`src/rtl/lsu_mem_if.sv`:
```
// Bundle of MEM-stage instruction, flush, data-memory and result signals for lsu_mem_stage.
// The slave modport is the LSU's view; the master modport is the pipeline/memory side.
interface lsu_mem_if #(
    parameter int DATA_W = 32,
    parameter int ADDR_W = 32
);
    localparam int BYTES = DATA_W / 8;

    // Request/response protocol: a request exists only in the cycle where a mask is non-zero and
    // is accepted unconditionally by memory; memory answers with exactly one dmem_resp pulse
    // carrying dmem_rdata, at least one cycle later. The pipeline holds in_* while stall is high.
    logic              in_valid;
    logic              in_load;
    logic              in_store;
    logic [2:0]        in_funct3;
    logic [ADDR_W-1:0] in_addr;
    logic [DATA_W-1:0] in_wdata;
    logic              flush;

    logic [ADDR_W-1:0] dmem_addr;
    logic [BYTES-1:0]  dmem_rmask;
    logic [BYTES-1:0]  dmem_wmask;
    logic [DATA_W-1:0] dmem_wdata;
    logic [DATA_W-1:0] dmem_rdata;
    logic              dmem_resp;

    logic              stall;
    logic              done;
    logic [DATA_W-1:0] ld_data;
    logic              trap;

    modport slave (
        input  in_valid, in_load, in_store, in_funct3, in_addr, in_wdata, flush,
        input  dmem_rdata, dmem_resp,
        output dmem_addr, dmem_rmask, dmem_wmask, dmem_wdata,
        output stall, done, ld_data, trap
    );

    modport master (
        output in_valid, in_load, in_store, in_funct3, in_addr, in_wdata, flush,
        output dmem_rdata, dmem_resp,
        input  dmem_addr, dmem_rmask, dmem_wmask, dmem_wdata,
        input  stall, done, ld_data, trap
    );
endinterface

```
`src/rtl/lsu_mem_stage.sv`:
```
// MEM-stage load/store unit: one dmem request per access, stalls until the response, then a
// one-cycle done with extended load data. Optional misaligned trap via `MISALIGN_TRAP_EN.
module lsu_mem_stage #(
    parameter int DATA_W = 32,
    parameter int ADDR_W = 32
) (
    input  logic       clk,
    input  logic       rst,
    lsu_mem_if.slave   bus,
    output logic [1:0] dbg_state
);
    localparam int BYTES = DATA_W / 8;
    localparam int OFS_W = $clog2(BYTES);

    typedef enum logic [1:0] {
        IDLE  = 2'd0,
        WAIT  = 2'd1,
        DONE  = 2'd2,
        DRAIN = 2'd3
    } state_t;

    state_t            state_q, state_d;
    logic [OFS_W-1:0]  ofs_q, ofs_d;
    logic [1:0]        size_q, size_d;
    logic              uns_q, uns_d;
    logic              load_q, load_d;
    logic [DATA_W-1:0] ld_data_q, ld_data_d;
    logic              trap_q, trap_d;

    // Issue-side decode
    logic              issue;
    logic [1:0]        size;
    logic              size_ok;
    logic [OFS_W-1:0]  ofs_raw;
    logic [OFS_W-1:0]  low_bits;
    logic [OFS_W-1:0]  ofs_eff;
    logic              mis_trap;
    logic              bad;
    logic [15:0]       base_mask;
    logic [BYTES-1:0]  lane_mask;
    logic [DATA_W-1:0] wdata_sh;

    always_comb begin
        issue    = bus.in_valid & (bus.in_load | bus.in_store) & ~bus.flush;
        size     = bus.in_funct3[1:0];
        size_ok  = (size != 2'b11) || (DATA_W == 64);
        ofs_raw  = bus.in_addr[OFS_W-1:0];
        low_bits = OFS_W'((4'd1 << size) - 4'd1);
`ifdef MISALIGN_TRAP_EN
        mis_trap = size_ok & (|(ofs_raw & low_bits));
        ofs_eff  = ofs_raw;
`else
        // Misaligned offsets are rounded down to the access size instead of trapping.
        mis_trap = 1'b0;
        ofs_eff  = ofs_raw & ~low_bits;
`endif
        bad = mis_trap | ~size_ok;
        case (size)
            2'b00:   base_mask = 16'h0001;
            2'b01:   base_mask = 16'h0003;
            2'b10:   base_mask = 16'h000F;
            default: base_mask = 16'h00FF;
        endcase
        lane_mask = BYTES'(base_mask << ofs_eff);
        wdata_sh  = bus.in_wdata << {ofs_eff, 3'b000};
    end

    // Load extraction uses only the offset/size/sign captured at issue.
    logic [DATA_W-1:0] shifted;
    logic [DATA_W-1:0] keep;
    logic              msb;
    logic [DATA_W-1:0] ext;

    always_comb begin
        shifted = bus.dmem_rdata >> {ofs_q, 3'b000};
        case (size_q)
            2'b00: begin
                keep = DATA_W'(8'hFF);
                msb  = shifted[7];
            end
            2'b01: begin
                keep = DATA_W'(16'hFFFF);
                msb  = shifted[15];
            end
            2'b10: begin
                keep = DATA_W'(32'hFFFF_FFFF);
                msb  = shifted[31];
            end
            default: begin
                keep = '1;
                msb  = shifted[DATA_W-1];
            end
        endcase
        ext = (shifted & keep) | ({DATA_W{msb & ~uns_q}} & ~keep);
    end

    // Request outputs are combinational so the access leaves in the issue cycle itself.
    logic [ADDR_W-1:0] req_addr;
    logic [BYTES-1:0]  req_rmask;
    logic [BYTES-1:0]  req_wmask;
    logic [DATA_W-1:0] req_wdata;
    logic              stall_c;

    always_comb begin
        state_d   = state_q;
        ofs_d     = ofs_q;
        size_d    = size_q;
        uns_d     = uns_q;
        load_d    = load_q;
        ld_data_d = ld_data_q;
        trap_d    = trap_q;
        req_addr  = '0;
        req_rmask = '0;
        req_wmask = '0;
        req_wdata = '0;
        stall_c   = 1'b0;
        case (state_q)
            IDLE: begin
                if (issue) begin
                    stall_c = 1'b1;
                    ofs_d   = ofs_eff;
                    size_d  = size;
                    uns_d   = bus.in_funct3[2];
                    load_d  = bus.in_load;
                    if (bad) begin
                        // Illegal size or trapping offset: no memory traffic, complete next cycle.
                        state_d   = DONE;
                        ld_data_d = '0;
                        trap_d    = mis_trap;
                    end else begin
                        state_d   = WAIT;
                        req_addr  = {bus.in_addr[ADDR_W-1:OFS_W], {OFS_W{1'b0}}};
                        req_wdata = wdata_sh;
                        if (bus.in_load) req_rmask = lane_mask;
                        else             req_wmask = lane_mask;
                    end
                end
            end
            WAIT: begin
                stall_c = 1'b1;
                if (bus.dmem_resp && !bus.flush) begin
                    state_d   = DONE;
                    ld_data_d = load_q ? ext : '0;
                    trap_d    = 1'b0;
                end else if (bus.dmem_resp && bus.flush) begin
                    state_d = IDLE;
                end else if (bus.flush) begin
                    state_d = DRAIN;
                end
            end
            DONE: begin
                // The completing instruction is still on in_*, so nothing may issue here.
                state_d   = IDLE;
                ld_data_d = '0;
                trap_d    = 1'b0;
            end
            DRAIN: begin
                stall_c = 1'b1;
                if (bus.dmem_resp) state_d = IDLE;
            end
            default: state_d = IDLE;
        endcase
    end

    always_ff @(posedge clk) begin
        if (rst) begin
            state_q   <= IDLE;
            ofs_q     <= '0;
            size_q    <= '0;
            uns_q     <= 1'b0;
            load_q    <= 1'b0;
            ld_data_q <= '0;
            trap_q    <= 1'b0;
        end else begin
            state_q   <= state_d;
            ofs_q     <= ofs_d;
            size_q    <= size_d;
            uns_q     <= uns_d;
            load_q    <= load_d;
            ld_data_q <= ld_data_d;
            trap_q    <= trap_d;
        end
    end

    assign bus.dmem_addr  = req_addr;
    assign bus.dmem_rmask = req_rmask;
    assign bus.dmem_wmask = req_wmask;
    assign bus.dmem_wdata = req_wdata;
    assign bus.stall      = stall_c;
    assign bus.done       = (state_q == DONE);
    assign bus.ld_data    = ld_data_q;
    assign bus.trap       = trap_q;
    assign dbg_state      = state_q;
endmodule
```
`src/flat_wrapper.sv`:
```
// flat-port wrapper written by rule: the top's interface ports become plain ports
module lsu_mem_stage_flat 
#(
    parameter int DATA_W = 32,
    parameter int ADDR_W = 32
)
  (clk, rst, dbg_state, bus_in_valid, bus_in_load, bus_in_store, bus_in_funct3, bus_in_addr, bus_in_wdata, bus_flush, bus_dmem_rdata, bus_dmem_resp, bus_dmem_addr, bus_dmem_rmask, bus_dmem_wmask, bus_dmem_wdata, bus_stall, bus_done, bus_ld_data, bus_trap);
  lsu_mem_if #(.DATA_W(DATA_W), .ADDR_W(ADDR_W)) bus_i ();
  input  logic clk;
  input  logic rst;
  output logic [1:0] dbg_state;
  input wire logic [$bits(bus_i.in_valid)-1:0] bus_in_valid;
  input wire logic [$bits(bus_i.in_load)-1:0] bus_in_load;
  input wire logic [$bits(bus_i.in_store)-1:0] bus_in_store;
  input wire logic [$bits(bus_i.in_funct3)-1:0] bus_in_funct3;
  input wire logic [$bits(bus_i.in_addr)-1:0] bus_in_addr;
  input wire logic [$bits(bus_i.in_wdata)-1:0] bus_in_wdata;
  input wire logic [$bits(bus_i.flush)-1:0] bus_flush;
  input wire logic [$bits(bus_i.dmem_rdata)-1:0] bus_dmem_rdata;
  input wire logic [$bits(bus_i.dmem_resp)-1:0] bus_dmem_resp;
  output wire logic [$bits(bus_i.dmem_addr)-1:0] bus_dmem_addr;
  output wire logic [$bits(bus_i.dmem_rmask)-1:0] bus_dmem_rmask;
  output wire logic [$bits(bus_i.dmem_wmask)-1:0] bus_dmem_wmask;
  output wire logic [$bits(bus_i.dmem_wdata)-1:0] bus_dmem_wdata;
  output wire logic [$bits(bus_i.stall)-1:0] bus_stall;
  output wire logic [$bits(bus_i.done)-1:0] bus_done;
  output wire logic [$bits(bus_i.ld_data)-1:0] bus_ld_data;
  output wire logic [$bits(bus_i.trap)-1:0] bus_trap;
  assign bus_i.in_valid = bus_in_valid;
  assign bus_i.in_load = bus_in_load;
  assign bus_i.in_store = bus_in_store;
  assign bus_i.in_funct3 = bus_in_funct3;
  assign bus_i.in_addr = bus_in_addr;
  assign bus_i.in_wdata = bus_in_wdata;
  assign bus_i.flush = bus_flush;
  assign bus_i.dmem_rdata = bus_dmem_rdata;
  assign bus_i.dmem_resp = bus_dmem_resp;
  assign bus_dmem_addr = bus_i.dmem_addr;
  assign bus_dmem_rmask = bus_i.dmem_rmask;
  assign bus_dmem_wmask = bus_i.dmem_wmask;
  assign bus_dmem_wdata = bus_i.dmem_wdata;
  assign bus_stall = bus_i.stall;
  assign bus_done = bus_i.done;
  assign bus_ld_data = bus_i.ld_data;
  assign bus_trap = bus_i.trap;
  lsu_mem_stage #(.DATA_W(DATA_W), .ADDR_W(ADDR_W)) u_core (.clk(clk), .rst(rst), .bus(bus_i), .dbg_state(dbg_state));
endmodule
```
`config.mk`:
```
export PLATFORM = sky130hd
export DESIGN_NAME = lsu_mem_stage_flat
export DESIGN_NICKNAME = d
export VERILOG_FILES = /design/src/rtl/lsu_mem_if.sv /design/src/rtl/lsu_mem_stage.sv /design/src/flat_wrapper.sv
export SDC_FILE = /design/constraint.sdc
export NUM_CORES = 1
export LEC_CHECK = 0
export CORE_ASPECT_RATIO = 1.4
export CORE_MARGIN = 3
export CORE_UTILIZATION = 25
export CTS_BUF_LIST = sky130_fd_sc_hd__clkbuf_4
export DETAILED_ROUTE_END_ITERATION = 7
export DONT_BUFFER_PORTS = 1
export SLEW_MARGIN = 30
export SYNTH_ARGS = -nofsm -noshare
export SYNTH_HDL_FRONTEND = slang
export SYNTH_SLANG_ARGS = --single-unit
```
`constraint.sdc`:
```
create_clock -name clk -period 1.85 [get_ports clk]
set_clock_uncertainty 0.05 [all_clocks]
set_input_delay 0.185 -clock clk [delete_from_list [all_inputs] [get_ports clk]]
set_output_delay 0.185 -clock clk [all_outputs]
set_load 0.01 [all_outputs]
```
; Yosys cells after proc, flatten, opt, wreduce, memory -nomap -nowiden
; Index checks and enable logic that the tools add are counted.
[totals]
inputBits = 106
elab_cells = 82
out_inout_bits = 109
reg_bits = 41
[op_classes]
n_addsub = 1
n_eq_ne = 12
muxes = 35
n_shift = 4
n_reduce_logical = 11
n_bitwise = 12
[op_table]
columns = cell, count
row1 = 32-bit two-way mux, 10
row2 = 32-bit case mux with 3 select lines, 1
row3 = 32-bit bitwise AND, 2
row4 = 32-bit case mux with 2 select lines, 1
row5 = 4-bit two-way mux, 8
row6 = 32-bit inverter, 1
row7 = 32-bit OR, 1
row8 = 32-bit by 5-bit << shifter with 32-bit output, 1
row9 = 32-bit by 5-bit right shift with 32-bit output, 1
row10 = 8-bit case mux with 3 select lines, 1
row11 = 2-bit two-way mux, 6
row12 = 2-bit case mux with 4 select lines, 1
row13 = 8-bit by 2-bit << shifter with 4-bit output, 1
row14 = 2-bit by 1-bit == test with 1-bit output (second input constant), 3
row15 = 2-bit == test (second input constant), 3
row16 = 2-bit zero test, 3
row17 = 2-bit != test (second input constant), 3
row18 = 1-bit two-way mux, 4
row19 = 2-bit by 1-bit != test with 1-bit output (second input constant), 2
row20 = 4-bit by 2-bit != test with 1-bit output (second input constant), 1
row21 = 1-bit case mux with 2 select lines, 2
row22 = 4-bit AND reduction, 1
row23 = 1-bit bitwise AND, 3
row24 = 1-bit case mux with 3 select lines, 1
row25 = other kinds (12), 14

; Logic depth before layout (Yosys ltp)
[logic_depth]
depth_word = 9
ltp_mapped = 7
ltp_nobuf = 4

; Least setup slack after synthesis
; Ideal clock, no wire load.
[synth_path]
path_kind = register to output
from = register u_core.state_q[0] (netlist: u_core.dbg_state[0])
to = output port bus_dmem_wmask[0]
path_buffers = 1
path_stages_with_launch = 6
required_time_ps = 1615
arrival_ps = 1756
path_slack_ps = -141
path_cell_list = dfxtp_1 buf_6 or3_4 nor2_1 nand2_2 nor4_1
[synth_via]
elab_chain_len = 2
[synth_rtl]
columns = element, line
row1 = from (decl), lsu_mem_stage.sv:22  ; state_t state_q, state_d;
row2 = from (signal assigned), lsu_mem_stage.sv:175  ; state_q <= state_d;
row3 = 2-bit zero test, lsu_mem_stage.sv:117  ; case (state_q)
row4 = 4-bit two-way mux, lsu_mem_stage.sv:117
row5 = to (decl), flat_wrapper.sv:23  ; output wire logic [$bits(bus_i.dmem_wmask)-1:0] bus_dmem_wmask;
; Every way passes these cells.

; Worst setup path in the final report
[layout_path]
from = register u_core.state_q[1] (netlist: u_core.dbg_state[1])
to = output port bus_dmem_addr[23]
[layout_via]
elab_chain_len = 2
[layout_rtl]
columns = element, line
row1 = 2-bit zero test, lsu_mem_stage.sv:117
row2 = 32-bit two-way mux, lsu_mem_stage.sv:117
row3 = to (decl), flat_wrapper.sv:21  ; output wire logic [$bits(bus_i.dmem_addr)-1:0] bus_dmem_addr;
; Every way passes these cells.

==> results.toml <==
[timing]
maxSlewHeadroom_pct = 53.00
slew_violations = 0
setup_viol = 70
fin_crit_sh_pct = 122.8
tightest_slew_ns = 0.7023
fin_ws_ns = -0.4217
hold_viol = 0
period_minus_slack_ns = 2.272
fmax_mhz = 440.2
rsz0062_at_grt = "true"

[route]
wl_per_cell_um = 21.60
ant_nets = 0
wl_um = 11660
drc = 0
routed_via_density = 5.626
drt-pass1-iter-count = 5
vias = 3038
drt_iter0_markers = 104

[yosys]
syn_area_sq_um = 3025
yosysSeqAreaShare_pct = 26.47
synth_seq_cells = 40
yosys.area.top_type = "dfxtp_1"
avgSynthCellArea_sq_um = 8.404
async_flop_share_pct = 0
yosys_warnings = 0
synth_edf_count = 0
syn_inst = 360
synth_cell_type_count = 47
synth_top_area_share_pct = 26.47
synth_flop_cell = "dfxtp_1"
synth.area.top_cells = "dfxtp_1 (26%), and2_1 (10%), mux2i_1 (7.9%)"

[die]
io_pins = 215
dieArea_sq_um = 13480
start_util_pct = 26.15
core_sq_um = 11570
rows = 46
die_h_um = 136.2
dieWidth_um = 98.98

[critical_path]
critPathCaptureType = "output pin"
cp_max_fo = 8
crit_type = "register to output pin"
start_kind = "register"
arrival_ns = 2.04
required_ns = 1.62

[place]
dpl.cell_count = 506
gp_congestion = 0.8534
hpwl_um = 8344
portBuffers = 0
dp_slack_ns = -0.05117

[status]
outcome = "finished, violations left"
violations = "setup timing"

[cts]
cts_buffer_depth = 2
insertion_delay_ns = 0.35
path_clk_slew_ns = 0.12
numCtsBuffers = 5
cts_num_sinks = 40
clockRootBuffer = "clkbuf_4"
tritoncts = "yes"
htree_levels = 2

[finish]
drive_gt1_share_pct = 40.15
mostFrequentLayoutCell = "dfxtp_1"
nNetsFinal = 502
area_delta_synth_final_pct = 35.77
fin_util_pct = 35.51
mostFrequentLayoutCells = "dfxtp_1 (38), and2_4 (34), a21oi_1 (32)"
layout.cells.non_filler = 540
n_antenna_cell = 0

[global_route]
grt_start_max_net_pins = 35
grt_pass1_wl_um = 17350
gr-usage-all-layers_pct = 16.19
gr-total-overflow = 0
grt_pass1_vias = 3180
grt_antenna_before_repair = 0

[min_path]
hold_class = "input pin to register"

[power_and_ir_drop]
power.leakage_nw = 1.401
powerDensity_nw_per_um2 = 523.2
ir_drop_mv = 0.3032

[flow_run]
maxCapViolations = 0
==> logic make-up after synthesis <==
kind of cell	share of synthesized area, %
and+or+nand+nor	25.19
AOI/OAI and AO/OA	24.86
muxes	16.87
DFF	26.47
buffers and inverters	6.203
xor gates and xnor gates	0.2895
other	0.1240
==> worst paths after layout <==
check	start	endpoint	slack (ns)	cells past startpoint
worst max-delay path	u_core.dbg_state[1]	bus_dmem_addr[23]	-0.42	7
worst min-delay path	bus_dmem_rdata[26]	u_core.bus.ld_data[10]	0.02	3
worst max register to register	u_core.dbg_state[1]	u_core.dbg_state[0]	0.05	8
worst min register to register	u_core.load_q	u_core.load_q	0.42	2
==> layout make-up <==
type                            count  area (sq um)
Clock buffer                        5         37.54
Clock inverter                      2         60.06
Fill cell                        1153          7461
Inverter                            2         7.507
Multi-Input combinational cell    287          2412
Sequential cell                    40         803.3
Tap cell                          144         180.2
Timing Repair Buffer               60         606.8
==> where the power goes <==
group	total [mW]	internal (mW)	switching, mW
registers	0.877	0.869	0.00796
logic	0.569	0.260	0.309
clock network	0.704	0.414	0.290
total	2.15	1.54	0.607
==> registers in the layout, indices dropped and copies added, names as in the netlist <==
signal              count
u_core.bus.ld_data     32
u_core.dbg_state        2
u_core.load_q           1
u_core.ofs_q            2
u_core.size_q           2
u_core.uns_q            1
==> critical path: stages (launching register included) <==
cell and delay (ns):
dfxtp_2 0.34, or3_4 0.38, buf_4 0.16, buf_4 0.14, nor3_4 0.24, buf_6 0.14
buf_6 0.12, and2_4 0.16
==> synth_stat cells (2+ instances only) <==
library cell and n:
inv_1 2, and2_1 49, nand2_1 14, mux2_2 8, a2bb2oi_1 8, nor2b_1 4, or2_2 2, buf_4 4
mux4_2 8, buf_6 4, a22oi_1 24, nand2b_1 8, a22o_1 8, nand4bb_1 2, buf_1 2, dfxtp_1 40
buf_2 9, mux2i_1 24, nor2_1 39, nor4_1 2, o21ai_0 9, a211oi_1 17, clkbuf_1 14, a21oi_1 33
nor3_1 4
==> per-stage QoR <==
step / TNS (ns) / instance area, sq um / total power [mW] / hold WS, ns
after floorplan: -1.476 / 3049 / 1.210 / 0.2710
after global placement: -0.1721 / 3359 / 1.280 / 0.2028
after detailed placement: -0.2236 / 3359 / 1.288 / 0.2080
after CTS: -23.23 / 4026 / 2.144 / 0.0009567
after global routing: -29.88 / 4108 / 2.234 / 0.02332
final: -25.49 / 4108 / 2.149 / 0.01524
==> repair_timing <==
action,in CTS,in global routing
hold endpoints to repair,32,0
gates cloned,2,0
pin swaps,19,6
buffers inserted,11,2
hold buffers,13,0
resized for setup,102,14
setup endpoints to repair,70,81
==> routing by layer <==
layer  wire, um  part of all wire, %  GRT usage [%]
met1       4260                   37          18.00
met4        374                  3.2          7.365
met3        877                  7.5          3.491
met2       6151                   53          29.19
met5          0                    0              0
Note: power is estimated with default switching activity, not from simulation.
